`config.mk`:
```
export PLATFORM = sky130hd
export DESIGN_NAME = error_calc_multi
export DESIGN_NICKNAME = d
export VERILOG_FILES = /design/src/rtl/error_calc_multi.sv
export SDC_FILE = /design/constraint.sdc
export NUM_CORES = 1
export LEC_CHECK = 0
export BUFFER_PORTS_ARGS = -buffer_cell sky130_fd_sc_hd__buf_2
export CELL_PAD_IN_SITES_DETAIL_PLACEMENT = 0
export CELL_PAD_IN_SITES_GLOBAL_PLACEMENT = 2
export CORE_UTILIZATION = 43
export CTS_BUF_LIST = sky130_fd_sc_hd__clkbuf_16
export CTS_CLUSTER_DIAMETER = 50
export CTS_CLUSTER_SIZE = 30
export DETAILED_ROUTE_END_ITERATION = 8
export HOLD_SLACK_MARGIN = 0.06
export PLACE_DENSITY = 0.89
export SLEW_MARGIN = 25
export SYNTH_ARGS = -nofsm -noshare
export SYNTH_HDL_FRONTEND = slang
export SYNTH_SLANG_ARGS = --single-unit
```
`constraint.sdc`:
```
create_clock -name clk -period 12.7 [get_ports clk]
set_clock_uncertainty 0.1 [all_clocks]
set_input_delay 0.635 -clock clk [delete_from_list [all_inputs] [get_ports clk]]
set_output_delay 0.635 -clock clk [all_outputs]
set_load 0.02 [all_outputs]
```
`src/rtl/error_calc_multi.sv`:
```
// ---------------------------------------------------------------------------
// error_calc_multi
//   Multi-channel setpoint/feedback error calculator. Each channel computes
//   a clamped difference, passes it through a power-of-two moving average
//   and a deadband, and presents a signed error word. All channels share
//   one valid pipeline, so their outputs are always aligned.
//
//   Ports
//     clk          : sole clock, rising edge
//     reset        : synchronous, active-high reset
//     sample_valid : setpoint/feedback valid this cycle
//     setpoint     : CHANNELS x WIDTH, channel k at [k*WIDTH +: WIDTH]
//     feedback     : packed like setpoint
//     flush        : clears averaging history and any in-flight sample
//     clear_flags  : clears the sticky saturation flags
//     error        : CHANNELS x WIDTH signed filtered error
//     error_valid  : one-cycle strobe for a new error word
//     avg_primed   : averaging window holds 2^AVG_LOG2 real samples
//     sat_flag     : sticky per-channel clamp indicator
// ---------------------------------------------------------------------------

// Per-channel datapath: stage-1 diff/clamp register, averaging history and
// the output register with deadband.
module error_calc_lane #(
   parameter int WIDTH     = 16,
   parameter int IN_SIGNED = 0,
   parameter int AVG_LOG2  = 2,
   parameter int DEADBAND  = 0,
   parameter int PTR_W     = 2
) (
   input  logic             clk_i,
   input  logic             reset_i,
   input  logic             flush_i,
   input  logic             s1_en_i,
   input  logic             s2_en_i,
   input  logic [PTR_W-1:0] ptr_i,
   input  logic [WIDTH-1:0] setpoint_i,
   input  logic [WIDTH-1:0] feedback_i,
   output logic             sat_o,
   output logic [WIDTH-1:0] error_o
);
   localparam logic [WIDTH:0] DB = (WIDTH+1)'(DEADBAND);

   logic signed [WIDTH:0]   sp_x, fb_x, diff_full, avg_x;
   logic signed [WIDTH-1:0] diff_clamp, s1_q, avg, error_q, error_d;
   logic        [WIDTH:0]   mag;
   logic                    sat;

   // One extra bit holds any difference of two WIDTH-bit values; overflow
   // into that bit is detected by the top two bits disagreeing.
   always_comb begin
      sp_x       = (IN_SIGNED != 0) ? {setpoint_i[WIDTH-1], setpoint_i} : {1'b0, setpoint_i};
      fb_x       = (IN_SIGNED != 0) ? {feedback_i[WIDTH-1], feedback_i} : {1'b0, feedback_i};
      diff_full  = sp_x - fb_x;
      sat        = diff_full[WIDTH] ^ diff_full[WIDTH-1];
      diff_clamp = diff_full[WIDTH-1:0];
      if (sat)
         diff_clamp = diff_full[WIDTH] ? {1'b1, {(WIDTH-1){1'b0}}} : {1'b0, {(WIDTH-1){1'b1}}};
   end

   assign sat_o = sat;

   always_ff @(posedge clk_i) begin
      if (reset_i)      s1_q <= '0;
      else if (s1_en_i) s1_q <= diff_clamp;
   end

   if (AVG_LOG2 > 0) begin : g_avg
      localparam int DEPTH = 1 << AVG_LOG2;
      localparam int SUM_W = WIDTH + AVG_LOG2;

      logic signed [WIDTH-1:0] hist_q [DEPTH];
      logic signed [SUM_W-1:0] sum_q, sum_d;

      // Running sum drops the entry about to be overwritten. Taking the top
      // WIDTH bits is an arithmetic shift, i.e. floor toward minus infinity.
      always_comb begin
         sum_d = sum_q + {{AVG_LOG2{s1_q[WIDTH-1]}}, s1_q}
                       - {{AVG_LOG2{hist_q[ptr_i][WIDTH-1]}}, hist_q[ptr_i]};
         avg   = sum_d[SUM_W-1:AVG_LOG2];
      end

      always_ff @(posedge clk_i) begin
         if (reset_i || flush_i) begin
            sum_q <= '0;
            for (int i = 0; i < DEPTH; i++) hist_q[i] <= '0;
         end else if (s2_en_i) begin
            sum_q         <= sum_d;
            hist_q[ptr_i] <= s1_q;
         end
      end
   end else begin : g_noavg
      logic unused_ok;
      assign unused_ok = ^{ptr_i, flush_i};
      assign avg       = s1_q;
   end

   // Magnitude needs WIDTH+1 bits so the most negative average is handled.
   always_comb begin
      avg_x   = {avg[WIDTH-1], avg};
      mag     = avg_x[WIDTH] ? -avg_x : avg_x;
      error_d = (mag <= DB) ? '0 : avg;
   end

   always_ff @(posedge clk_i) begin
      if (reset_i)      error_q <= '0;
      else if (s2_en_i) error_q <= error_d;
   end

   assign error_o = error_q;
endmodule

module error_calc_multi #(
   parameter int WIDTH     = 16,
   parameter int CHANNELS  = 4,
   parameter int IN_SIGNED = 0,
   parameter int AVG_LOG2  = 2,
   parameter int DEADBAND  = 0
) (
   input  logic                      clk,
   input  logic                      reset,
   input  logic                      sample_valid,
   input  logic [CHANNELS*WIDTH-1:0] setpoint,
   input  logic [CHANNELS*WIDTH-1:0] feedback,
   input  logic                      flush,
   input  logic                      clear_flags,
   output logic [CHANNELS*WIDTH-1:0] error,
   output logic                      error_valid,
   output logic                      avg_primed,
   output logic [CHANNELS-1:0]       sat_flag
);
   localparam int DEPTH  = 1 << AVG_LOG2;
   localparam int PTR_W  = (AVG_LOG2 > 0) ? AVG_LOG2 : 1;
   localparam int FILL_W = AVG_LOG2 + 1;

   logic                accept, s2_en;
   logic                s1_vld_q, ev_q;
   logic [PTR_W-1:0]    ptr_q, ptr_d;
   logic [FILL_W-1:0]   fill_q;
   logic [CHANNELS-1:0] sat_now, sat_q, sat_d;

   // flush wins over a coincident sample and kills the one already in stage 1.
   assign accept = sample_valid && !flush;
   assign s2_en  = s1_vld_q && !flush;

   always_comb begin
      ptr_d = (ptr_q == PTR_W'(DEPTH-1)) ? '0 : ptr_q + PTR_W'(1);
      // A new clamp is ORed after the clear so it survives a coincident clear.
      sat_d = (clear_flags ? '0 : sat_q) | (accept ? sat_now : '0);
   end

   always_ff @(posedge clk) begin
      if (reset) begin
         s1_vld_q <= 1'b0;
         ev_q     <= 1'b0;
         ptr_q    <= '0;
         fill_q   <= '0;
         sat_q    <= '0;
      end else begin
         s1_vld_q <= accept;
         ev_q     <= s2_en;
         sat_q    <= sat_d;
         if (flush) begin
            ptr_q  <= '0;
            fill_q <= '0;
         end else if (s2_en) begin
            ptr_q <= ptr_d;
            if (fill_q != FILL_W'(DEPTH)) fill_q <= fill_q + FILL_W'(1);
         end
      end
   end

   for (genvar k = 0; k < CHANNELS; k++) begin : g_lane
      error_calc_lane #(
         .WIDTH(WIDTH), .IN_SIGNED(IN_SIGNED), .AVG_LOG2(AVG_LOG2),
         .DEADBAND(DEADBAND), .PTR_W(PTR_W)
      ) u_lane (
         .clk_i      (clk),
         .reset_i    (reset),
         .flush_i    (flush),
         .s1_en_i    (accept),
         .s2_en_i    (s2_en),
         .ptr_i      (ptr_q),
         .setpoint_i (setpoint[k*WIDTH +: WIDTH]),
         .feedback_i (feedback[k*WIDTH +: WIDTH]),
         .sat_o      (sat_now[k]),
         .error_o    (error[k*WIDTH +: WIDTH])
      );
   end

   assign error_valid = ev_q;
   assign avg_primed  = (fill_q == FILL_W'(DEPTH));
   assign sat_flag    = sat_q;
endmodule

```
# Word-level counts from Yosys, hierarchy flattened
# Memory sizes are Yosys's and may differ from the RTL's. A register that Yosys moved wholly into a read port is not among the register bits.
# Index checks and enable logic that the tools add are counted.
[classes] addsub=18 multipliers=0 div=0 order_cmp=4 n_eq_ne=3 n_shift=0 mux=44 n_bitwise=5 n_reduce_logical=10
[ops] operator="$mux W16" count=16
[ops] operator="$add A18 B18 Y18" count=4
[ops] operator="$sub A18 B18 Y18" count=4
[ops] operator="$le A17 B1 Y1 const B" count=4
[ops] operator="$mux W17" count=4
[ops] operator="$neg A16 Y17" count=4
[ops] operator="$sub A16 B16 Y17" count=4
[ops] operator="$reduce_or A16 Y1" count=4
[ops] operator="$mux W2" count=13
[ops] operator="$mux W1" count=9
[ops] operator="$mux W4" count=2
[ops] operator="$or A4 B4 Y4" count=1
[ops] operator="$xor A1 B1 Y1" count=4
[ops] operator="$add A3 B1 Y3 const B" count=1
[ops] operator="$eq A3 B3 Y1 const B" count=1
[ops] operator="$ne A3 B3 Y1 const B" count=1
[ops] operator="$add A2 B1 Y2 const B" count=1
[ops] operator="$eq A2 B2 Y1 const B" count=1
[ops] operator="$logic_and A1 B1 Y1" count=2
[ops] operator="$reduce_and A2 Y1" count=1
[ops] operator="$reduce_or A2 Y1" count=1
[ops] operator="$logic_not A1 Y1" count=1
[ops] operator="$logic_or A1 B1 Y1" count=1
[word_totals] ff_bits=211 latchBits=0 ram_bits=256 rom_bits=0 input_bits=133 output_inout_bits=70 word_cells=105 memories=4
[mem_list] memory="g_lane[0].u_lane.g_avg.hist_q" depth=4 word_bits=16 rd=1 rd_clocked_by_memory_dff=1 wr=4 line_no="72" rtl="logic signed [WIDTH-1:0] hist_q [DEPTH];"
[mem_list] memory="g_lane[1].u_lane.g_avg.hist_q" depth=4 word_bits=16 rd=1 rd_clocked_by_memory_dff=1 wr=4 line_no="72"
[mem_list] memory="g_lane[2].u_lane.g_avg.hist_q" depth=4 word_bits=16 rd=1 rd_clocked_by_memory_dff=1 wr=4 line_no="72"
[mem_list] memory="g_lane[3].u_lane.g_avg.hist_q" depth=4 word_bits=16 rd=1 rd_clocked_by_memory_dff=1 wr=4 line_no="72"

# Logic depth before layout (Yosys ltp)
[depth] word_depth=7 mapped_depth=21

# By module
# Synthesis repeated with hierarchy kept, for this count alone.
[unflattened] hier_cells=3289 area_unflattened_um2=31445.2
[modules_own_cells] mod="error_calc_lane (g_lane[0].u_lane)" n_inst=1 cells_per_inst=831 area_each_um2=7793.7
[modules_own_cells] mod="error_calc_lane (g_lane[2].u_lane)" n_inst=1 cells_per_inst=811 area_each_um2=7764.9
[modules_own_cells] mod="error_calc_lane (g_lane[3].u_lane)" n_inst=1 cells_per_inst=817 area_each_um2=7739.9
[modules_own_cells] mod="error_calc_lane (g_lane[1].u_lane)" n_inst=1 cells_per_inst=780 area_each_um2=7643.6
[modules_own_cells] mod="error_calc_multi" n_inst=1 cells_per_inst=50 area_each_um2=503.0

# Least setup slack after synthesis
# No wires, ideal clock.
[synth_path] path_kind="input-to-reg" from="input port flush" to="memory g_lane[0].u_lane.g_avg.hist_q[0][0], enable pin" arrival_time_ps=6108 t_required_ps=12019 setup_slack_ps=5911 path_stages=5 n_path_buf=3 cell_sequence="nand2b_1 -> clkbuf_1 -> clkbuf_1 -> buf_1 -> o31ai_1"
[synth_rtl] item="from (decl)" line_no="125" rtl="input logic flush,"
[synth_rtl] item="to (decl)" line_no="72"

==> results.toml <==
[logic_synthesis]
yosys_warnings = 0
avgSynthCellArea_um2 = 9.97
ys.flop_type = "edfxtp_1"
synth-edff-count = 256
synth_cell_types = 97
seq_area_frac_synth = 0.424
synthArstFlopShare = 0
synth.top_cell.area_share = 0.273
ys_seq_elements = 469
syn-cell-area_um2 = 28200
synth_cells = 2828
synth_fp_nets = 3175
synth_area_leaders = "edfxtp_1 (27%), dfxtp_1 (15%), ha_1 (6.3%)"
synth_largest_area_cell = "edfxtp_1"

[sta]
rsz0062_at_grt = "no"
finalSetupViolations = 0
max_freq_ghz = 0.150
tightest_slew_ps = 1050
fin_crit_ps = 6650
drv_slew = 0
slew_headroom = 0.301
tns_ps = 0
hold_viol = 0
post-route-period-util = 0.523

[floorplan]
die_height_um = 258
start_util = 0.437
die_area_um2 = 66600
die_x_um = 258
pin_count = 203
core-area_um2 = 64600
rows = 93

[global_route]
grt_usage = 0.226
grt_pass1_vias = 21100
gr-total-overflow = 0
grt_max_degree = 74
grt_pass1_wl_mm = 120
antenna_found_initial = 1

[clock_tree]
numCtsBuffers = 45
cts_root_buf = "clkbuf_16"
path_clk_slew_ps = 100
clk_path_buf_depth = 3
postCtsHoldBufs = 0
cts_max_level = 2
clock_sinks = 469
clock_latency_ps = 610
post-cts-setup-buffer-count = 0
cts_tree = "done"
cts_resized = 0

[power]
switching_power_uw = 1500
combPwrFrac = 0.286
power.total_uw = 4380
p_int_uw = 2880
cellLeakagePower_uw = 0.0131
seqPwrFrac = 0.389
p_per_area_nw_per_um2 = 139
switching_share = 0.343
irDropWorstVdd_mv = 0.0937
power_frac_clock = 0.325

[run_status]
status = "complete, no violations"

[layout]
final_nets = 3310
final_cell_mix = "inv_1 (384), edfxtp_1 (256), dfxtp_1 (209)"
final_cell_count_no_fill = 3855
layout_commonest_cell = "inv_1"
final_layout_size_suffix_gt1_frac = 0.139
area_delta_synth_final_pct = 11.8
num-fill-cells = 5989

[critical_path]
cp_max_fo = 34
cp_slowest_stage_delay_ps = 810
cp_top_family = "compound AO/OA/AOI/OAI gates"
cp.arrival_ps = 7010
endpoint_kind = "register"
path_class = "register to register"
start_kind = "register"
crit_path_frequent_cell = "a21oi_1"
cp.required_ps = 13070
crit_buf_inv = 2
r2r-end = "g_lane[3].u_lane.error_o[13]$_SDFFE_PP0P_"
path_cells = "buf_4, mux4_2, fa_1, inv_1, ha_1, a211oi_1, o21ai_0, a21oi_1, a21oi_1, xnor2_1, o41ai_1, or4_1, a2111oi_2, a21oi_2, a22o_1"
ff2ff_path_depth = 15
critical_path.slowest_cell = "dfxtp_4"
r2r_setup_slack_ps = 6050

[drt]
vias = 21400
drt_iter0_markers = 1567
vias_per_cell = 5.54
firstDrtPassIters = 5
detail_route.wl_per_cell_um = 19.6
ant_nets = 0
drc_errors = 0
wirelength_mm = 75.6

[placed_design]
port_buffers = 202
place.gp.congestion = 0.884
dp_hpwl_mm = 54.0
placed_cells = 3771

[min_path]
min_to = "sat_flag[0]$_SDFF_PP0_"
worstHoldPathCells = 3
hold_class = "input port to register"
min_from = "clear_flags"

[flow_run]
maxCapViolations = 0
==> worst reg2reg max path: stages (launching register included) <==
cell and delay [ps]:
dfxtp_4 810, buf_4 700, mux4_2 640, fa_1 540, inv_1 60, ha_1 310
a211oi_1 300, o21ai_0 210, a21oi_1 490, a21oi_1 250, xnor2_1 480, o41ai_1 170
or4_1 540, a2111oi_2 390, a21oi_2 240, a22o_1 290
==> cells by family after synthesis <==
family                     Yosys count  share of synthesized area
AOI/OAI and AO/OA                  623                      0.153
xor gates and xnor gates           104                     0.0336
and+or+nand+nor                    818                      0.147
buffers and inverters              515                     0.0702
DFF                                469                      0.424
muxes                               83                     0.0579
adders and majority gates          216                      0.115
==> power groups by stage <==
stage               sequential (uW)  clock (uW)  combinational (uW)
floorplan                      1730           0                 904
global placement               1730           0                1210
detailed placement             1740           0                1230
CTS                            1700        1450                1240
global route                   1710        1500                1390
finish                         1700        1420                1250
==> registers in the layout, indices dropped and copies added (netlist names), named ones only <==
name                        cells
g_lane.u_lane.g_avg.sum_q      72
g_lane.u_lane.g_avg.hist_q    256
ptr_q                           2
g_lane.u_lane.error_o          64
error_valid                     1
s1_vld_q                        1
sat_flag                        4
g_lane.u_lane.s1_q             64
fill_q                          3
==> Yosys cell counts, drive strengths merged, types with 18 or more instances <==
cell type / n
inv: 380
edfxtp: 256
dfxtp: 213
nand2: 196
nor2: 194
a21oi: 178
ha: 142
and2: 135
clkbuf: 93
o21ai: 84
nor4: 73
fa: 72
xnor2: 68
a211oi: 66
mux4: 64
a21o: 45
nor3: 44
buf: 41
a22o: 38
xor2: 35
nand3: 34
nor2b: 30
a221oi: 29
nand2b: 24
mux2i: 18
or3: 18
==> stage by stage <==
stage                     hold slack (ps)  cell area, um^2  worst slack [ps]  utilization
after floorplan                       336            28200              5910            -
after global placement                335            29900              6150        0.464
after detailed placement              334            30000              6080        0.464
after CTS                             312            31500              6020        0.488
after global routing                  332            31500              5560        0.488
final                                 328            31500              6050        0.488
==> area by class of cell <==
type	count	area [um^2]	area share
antenna	1	2.50	0.0000794
clock buffer	45	1130	0.0357
clock inverter	38	433	0.0137
inverter	381	1430	0.0453
multi-input combinational	1844	14300	0.455
sequential	469	12000	0.379
tap	855	1070	0.0339
timing repair buffer	222	1160	0.0368
==> how the worst max path moves through the flow <==
stage / end / slack [ps] / cells past startpoint
after CTS: g_lane[3].u_lane.error_o[13]$_SDFFE_PP0P_ / 6020 / 15
after floorplan: g_lane[0].u_lane.g_avg.hist_q[0][0]$_SDFFCE_PN0P_ / 5910 / 5
after global placement: g_lane[3].u_lane.error_o[10]$_SDFFE_PP0P_ / 6150 / 15
after detailed placement: g_lane[3].u_lane.error_o[13]$_SDFFE_PP0P_ / 6080 / 15
after global routing: g_lane[3].u_lane.error_o[13]$_SDFFE_PP0P_ / 5560 / 15
final: g_lane[3].u_lane.error_o[13]$_SDFFE_PP0P_ / 6050 / 15
==> layer usage <==
metal / part of all wire / vias up / global-route usage
met1: 0.48 / 10300 / 0.336
met2: 0.43 / 670 / 0.347
met3: 0.069 / 88 / 0.0357
li1: - / 10300 / -
met4: 0.019 / 0 / 0.0495
met5: 0 / - / 0
Note: power is estimated with default switching activity, not from simulation.
